**src/rtl/cmp_arbiter_pkg.sv**
```systemverilog
// Shared types for the two-requester compare arbiter: operand width,
// FSM state encoding and requester index.
package cmp_arbiter_pkg;

  localparam int CMP_W = 32;

  typedef enum logic {
    IDLE = 1'b0,
    RESP = 1'b1
  } state_e;

  typedef logic req_id_t;

endpackage

```
**src/rtl/cmp_core.sv**
```systemverilog
// Combinational three-way comparator. Signed mode flips the sign bit so a single
// unsigned compare orders two's-complement values.
module cmp_core
  import cmp_arbiter_pkg::*;
#(
  parameter int W = CMP_W
) (
  input  logic [W-1:0] a,
  input  logic [W-1:0] b,
  input  logic         is_signed,
  output logic         eq,
  output logic         lt,
  output logic         gt
);

  logic [W-1:0] a_bias, b_bias;

  assign a_bias = {a[W-1] ^ is_signed, a[W-2:0]};
  assign b_bias = {b[W-1] ^ is_signed, b[W-2:0]};

  assign eq = (a == b);
  assign lt = (a_bias < b_bias);
  assign gt = !eq && !lt;

endmodule

```
**src/rtl/cmp_arbiter.sv**
```systemverilog
// Round-robin arbiter between two compare requesters. Operands are captured on
// acceptance and compared from registers, so results appear one cycle later.
module cmp_arbiter
  import cmp_arbiter_pkg::*;
#(
  parameter int W = CMP_W
) (
  input  logic         clk,
  input  logic         rst,
  input  logic         req0_valid,
  output logic         req0_ready,
  input  logic [W-1:0] req0_a,
  input  logic [W-1:0] req0_b,
  input  logic         req0_signed,
  input  logic         req1_valid,
  output logic         req1_ready,
  input  logic [W-1:0] req1_a,
  input  logic [W-1:0] req1_b,
  input  logic         req1_signed,
  output logic         rsp_valid,
  input  logic         rsp_ready,
  output logic         rsp_id,
  output logic         rsp_eq,
  output logic         rsp_lt,
  output logic         rsp_gt
);

  state_e       state;
  req_id_t      last_grant;
  req_id_t      id_q;
  logic [W-1:0] a_q, b_q;
  logic         signed_q;
  logic         can_accept;
  logic         xfer;
  req_id_t      sel;
  logic         core_eq, core_lt, core_gt;

  assign rsp_valid  = (state == RESP);
  assign can_accept = !rst && ((state == IDLE) || (rsp_valid && rsp_ready));

  // On contention the requester not granted last time wins.
  assign req0_ready = can_accept && req0_valid && (!req1_valid || last_grant == 1'b1);
  assign req1_ready = can_accept && req1_valid && (!req0_valid || last_grant == 1'b0);
  assign xfer       = req0_ready || req1_ready;
  assign sel        = req1_ready;

  always_ff @(posedge clk) begin
    if (rst) begin
      state      <= IDLE;
      last_grant <= 1'b1;
      id_q       <= 1'b0;
      a_q        <= '0;
      b_q        <= '0;
      signed_q   <= 1'b0;
    end else begin
      if (xfer) begin
        state      <= RESP;
        last_grant <= sel;
        id_q       <= sel;
        a_q        <= sel ? req1_a      : req0_a;
        b_q        <= sel ? req1_b      : req0_b;
        signed_q   <= sel ? req1_signed : req0_signed;
      end else if (state == RESP && rsp_ready) begin
        state <= IDLE;
      end
    end
  end

  cmp_core #(.W(W)) u_core (
    .a         (a_q),
    .b         (b_q),
    .is_signed (signed_q),
    .eq        (core_eq),
    .lt        (core_lt),
    .gt        (core_gt)
  );

  assign rsp_id = id_q;
  assign rsp_eq = rsp_valid && core_eq;
  assign rsp_lt = rsp_valid && core_lt;
  assign rsp_gt = rsp_valid && core_gt;

endmodule

```
**config.mk**
```make
export PLATFORM = sky130hd
export DESIGN_NAME = cmp_arbiter
export DESIGN_NICKNAME = d
export VERILOG_FILES = /design/src/rtl/cmp_arbiter_pkg.sv /design/src/rtl/cmp_core.sv /design/src/rtl/cmp_arbiter.sv
export SDC_FILE = /design/constraint.sdc
export NUM_CORES = 1
export LEC_CHECK = 0
export ABC_AREA = 1
export CORE_MARGIN = 8
export CORE_UTILIZATION = 45
export DETAILED_ROUTE_END_ITERATION = 10
export PLACE_DENSITY_LB_ADDON = 0.25
export SYNTH_ARGS = -nofsm -noshare
export SYNTH_HDL_FRONTEND = slang
export SYNTH_HIERARCHICAL = 1
export SYNTH_SLANG_ARGS = --single-unit
```
**constraint.sdc**
```tcl
create_clock -name clk -period 1.6 [get_ports clk]
set_clock_uncertainty 0.2 [all_clocks]
set_input_delay 0.32 -clock clk [delete_from_list [all_inputs] [get_ports clk]]
set_output_delay 0.32 -clock clk [all_outputs]
set_load 0.1 [all_outputs]
```
==> results.py <==
metrics = {
    "routing": {
        "via_count": 7063,
        "vias_per_cell": 5.766,
        "drc": 0,
        "ant_nets": 0,
        "drt_iter0_drc": 934,
        "wl_mm": 26.82,
        "drtPass1Iterations": 5,
        "routedWlPerCell_um": 21.89,
    },
    "floorplanning": {
        "coreArea_mm2": 0.01147,
        "row_count": 39,
        "die_width_um": 124.8,
        "dieHeight_um": 124.8,
        "dieArea_mm2": 0.01556,
        "initial_core_util_pct": 46.42,
        "boundaryPins": 142,
    },
    "finish": {
        "syn2layout_area_growth_pct": 83.29,
        "nets": 1244,
        "finish.utilization_pct": 85.07,
        "diodes": 0,
        "fin_area_mm2": 0.009756,
        "layout-drive-gt1-share_pct": 32.16,
    },
    "place": {
        "place_ws_ns": -0.5983,
        "dp_hpwl_mm": 10.69,
        "io_buffers": 141,
        "place_congestion": 0.8470,
        "placed_area_mm2": 0.007289,
    },
    "logic_synthesis": {
        "synth-edff-count": 0,
        "yosysTopAreaCellShare_pct": 25.58,
        "synthDistinctLibCells": 29,
        "ys_ff_latch": 68,
        "netlist_top_cells_count": "nor2_1 (208), inv_1 (175), nand2_1 (173)",
        "yosysTopAreaCell": "dfxtp_1",
        "syn_area_per_cell_um2": 6.055,
        "synth.most_common_cell": "nor2_1",
        "async_flop_share_pct": 0,
        "syn_inst": 879,
        "yosysSeqAreaShare_pct": 25.58,
        "synth_flop_cell": "dfxtp_1",
        "yosys_warnings": 6,
        "synthTopCellsByArea": "dfxtp_1 (26%), nor2_1 (15%), inv_1 (12%), nand2_1 (12%), nand3b_1 (9.3%)",
        "synthesis.area_mm2": 0.005323,
        "syn_nets": 1045,
    },
    "sta": {
        "rsz0062_at_grt": "yes",
        "hold_ws_ns": 0.2558,
        "hold_violations": 0,
        "setup_viol": 71,
        "fin_ws_ns": -1.230,
        "period_share_pct": 176.9,
        "fin_crit_ns": 2.830,
        "fmax_mhz": 353.4,
        "timing.slew.headroom_pct": 69.53,
        "worst_slew_pin_slew_ns": 0.4570,
        "slew_viol_final": 0,
    },
    "power_and_ir_drop": {
        "internal_power_mw": 4.509,
        "ir_worst_vdd_mv": 0.5827,
        "seqPwrFrac_pct": 27.9,
        "combPwrFrac_pct": 44.8,
        "pwr-share-clk_pct": 27.2,
        "power.switching_mw": 2.638,
        "switching_share_pct": 36.91,
        "leakage_nw": 4.721,
        "powerDensity_mw_per_mm2": 732.7,
    },
    "clock_tree": {
        "clockBufferDepth": 2,
        "path_clk_slew_ns": 0.06,
        "h-tree-depth": 3,
        "numCtsBuffers": 9,
        "cts_hold_repair.buffers": 0,
        "cts-root-buf": "clkbuf_16",
        "clock_sinks": 68,
        "insertion_delay_ns": 0.33,
        "cts_tree": "built",
    },
    "global_route": {
        "grt_usage_pct": 28.18,
        "grt_max_degree": 39,
        "grt_pass1_wl_mm": 35.61,
        "overflow": 0,
        "grt_pass1_vias": 6730,
        "antenna_found_initial": 1,
    },
    "setup_path": {
        "crit_chain": "inv_1 -> ha_4 -> nand2_2 -> nor2_2 -> nor2_1 -> nand2_1 -> nand2_1 -> nand2_1 -> nand2_1 -> a21oi_1 -> nand2_1 -> clkinvlp_4 -> buf_12",
        "crit_type": "reg -> out",
        "critical_path_buf_inv_count": 3,
        "critPathMaxStageDelay_ns": 0.34,
        "cpMostUsedCell": "nand2_1",
        "cp.required_ns": 1.08,
        "worstPathArrival_ns": 2.31,
        "critPathMaxFanout": 2,
        "crit_family": "simple AND/OR/NAND/NOR gates",
        "cp_slowest_cell": "dfxtp_1",
        "end_kind": "primary output",
        "worst_setup_path_start_kind": "flop",
    },
    "outcome": {
        "status": "complete, but fails checks",
        "failed_checks": "setup timing",
    },
    "worst_hold_path": {
        "min_path_type": "in -> reg",
    },
    "flow_run": {
        "maxCapViolCount": 0,
    },
}
[sequential cells by signal (all words and copies together) (netlist names)]
signal,count
a_q,32
b_q,32
last_grant,1
rsp_id,1
rsp_valid,1
signed_q,1
[worst reg2reg max path, stage by stage, from the launching register on]
cell	delay, ns
dfxtp_2	0.34
nand2_2	0.08
buf_6	0.10
nand4_4	0.11
buf_12	0.17
buf_12	0.14
buf_8	0.14
buf_12	0.15
nand3b_1	0.09
nand2_1	0.07
nor2_1	0.33
[logic make-up after synthesis]
kind of cell / share of synthesized area (%)
adders and majority gates: 7.287
buffers and inverters: 17.07
and+or+nand+nor: 38.65
AOI/OAI and AO/OA: 11.42
DFF: 25.58
[layer usage]
| metal | track usage, % | vias to the layer above | share of wire [%] |
|---|---|---|---|
| met1 | 31.31 | 3258 | 35 |
| met3 | 6.851 | 184 | 10 |
| li1 | - | 3055 | - |
| met2 | 47.80 | 564 | 46 |
| met5 | 0 | - | 0.045 |
| met4 | 16.87 | 2 | 7.8 |
[cell type report]
type                            count  area (um^2)
Clock buffer                       11        254.0
Multi-Input combinational cell    586         4184
Fill cell                         572         1712
Tap cell                          143        178.9
Sequential cell                    68         1383
Clock inverter                      4        23.77
Inverter                          177        679.4
Timing Repair Buffer              236         3053
[stage by stage]
stage	instances	power [mW]	TNS (ns)
4_1_cts	1227	6.516	-13.02
3_3_place_gp	1153	3.943	-34.65
5_1_grt	1225	7.382	-19.34
2_1_floorplan	879	3.200	-4.512
6_report	1225	7.147	-15.94
3_5_place_dp	1153	3.974	-36.87
[timing repair]
| item | 4_1_cts | 5_1_grt |
|---|---|---|
| setup buffers | 34 | 14 |
| pin swaps | 108 | 110 |
| cloned | 28 | 0 |
| gates resized for setup | 212 | 180 |
| endpoints found under the setup margin | 70 | 72 |
[path summary, 6_finish.rpt]
kind | from | end | slack, ns | depth (start not counted)
setup reg to reg | last_grant | a_q[7] | -0.44 | 10
hold reg to reg | rsp_id | rsp_id | 0.33 | 2
setup / recovery | b_q[7] | rsp_gt | -1.23 | 13
hold / removal | rst | rsp_valid | 0.26 | 3
[power groups by stage]
stage | Sequential (mW) | Clock, mW | Combinational, mW
6_report | 2.00 | 1.95 | 3.20
5_1_grt | 2.01 | 2.03 | 3.34
4_1_cts | 1.97 | 1.86 | 2.69
3_5_place_dp | 1.98 | 0 | 1.99
3_3_place_gp | 1.98 | 0 | 1.97
2_1_floorplan | 1.99 | 0 | 1.21
[cells in the final DEF (no fill, tap or decap), types with 3 or more instances in the layout]
cell / synthesis / layout
inv_1: 175 / 161
clkdlybuf4s50_1: 0 / 130
nand2_1: 173 / 119
nor2_1: 208 / 100
nand3b_1: 66 / 66
nor2_2: 1 / 62
o21bai_1: 65 / 56
dfxtp_1: 68 / 53
nor2_4: 0 / 47
nand2_4: 0 / 34
buf_12: 0 / 34
nand2_2: 3 / 22
buf_6: 0 / 22
buf_4: 7 / 19
ha_1: 31 / 18
buf_16: 0 / 17
dfxtp_2: 0 / 14
ha_4: 0 / 13
inv_2: 2 / 12
clkbuf_16: 0 / 10
a21oi_1: 13 / 10
o21bai_2: 0 / 7
buf_8: 0 / 7
nand3_1: 7 / 7
clkinvlp_4: 0 / 4
nand4_1: 4 / 4
a21oi_4: 0 / 3
clkinv_2: 0 / 3
dlygate4sd2_1: 0 / 3
No activity file was read; power rests on OpenSTA's default activity.
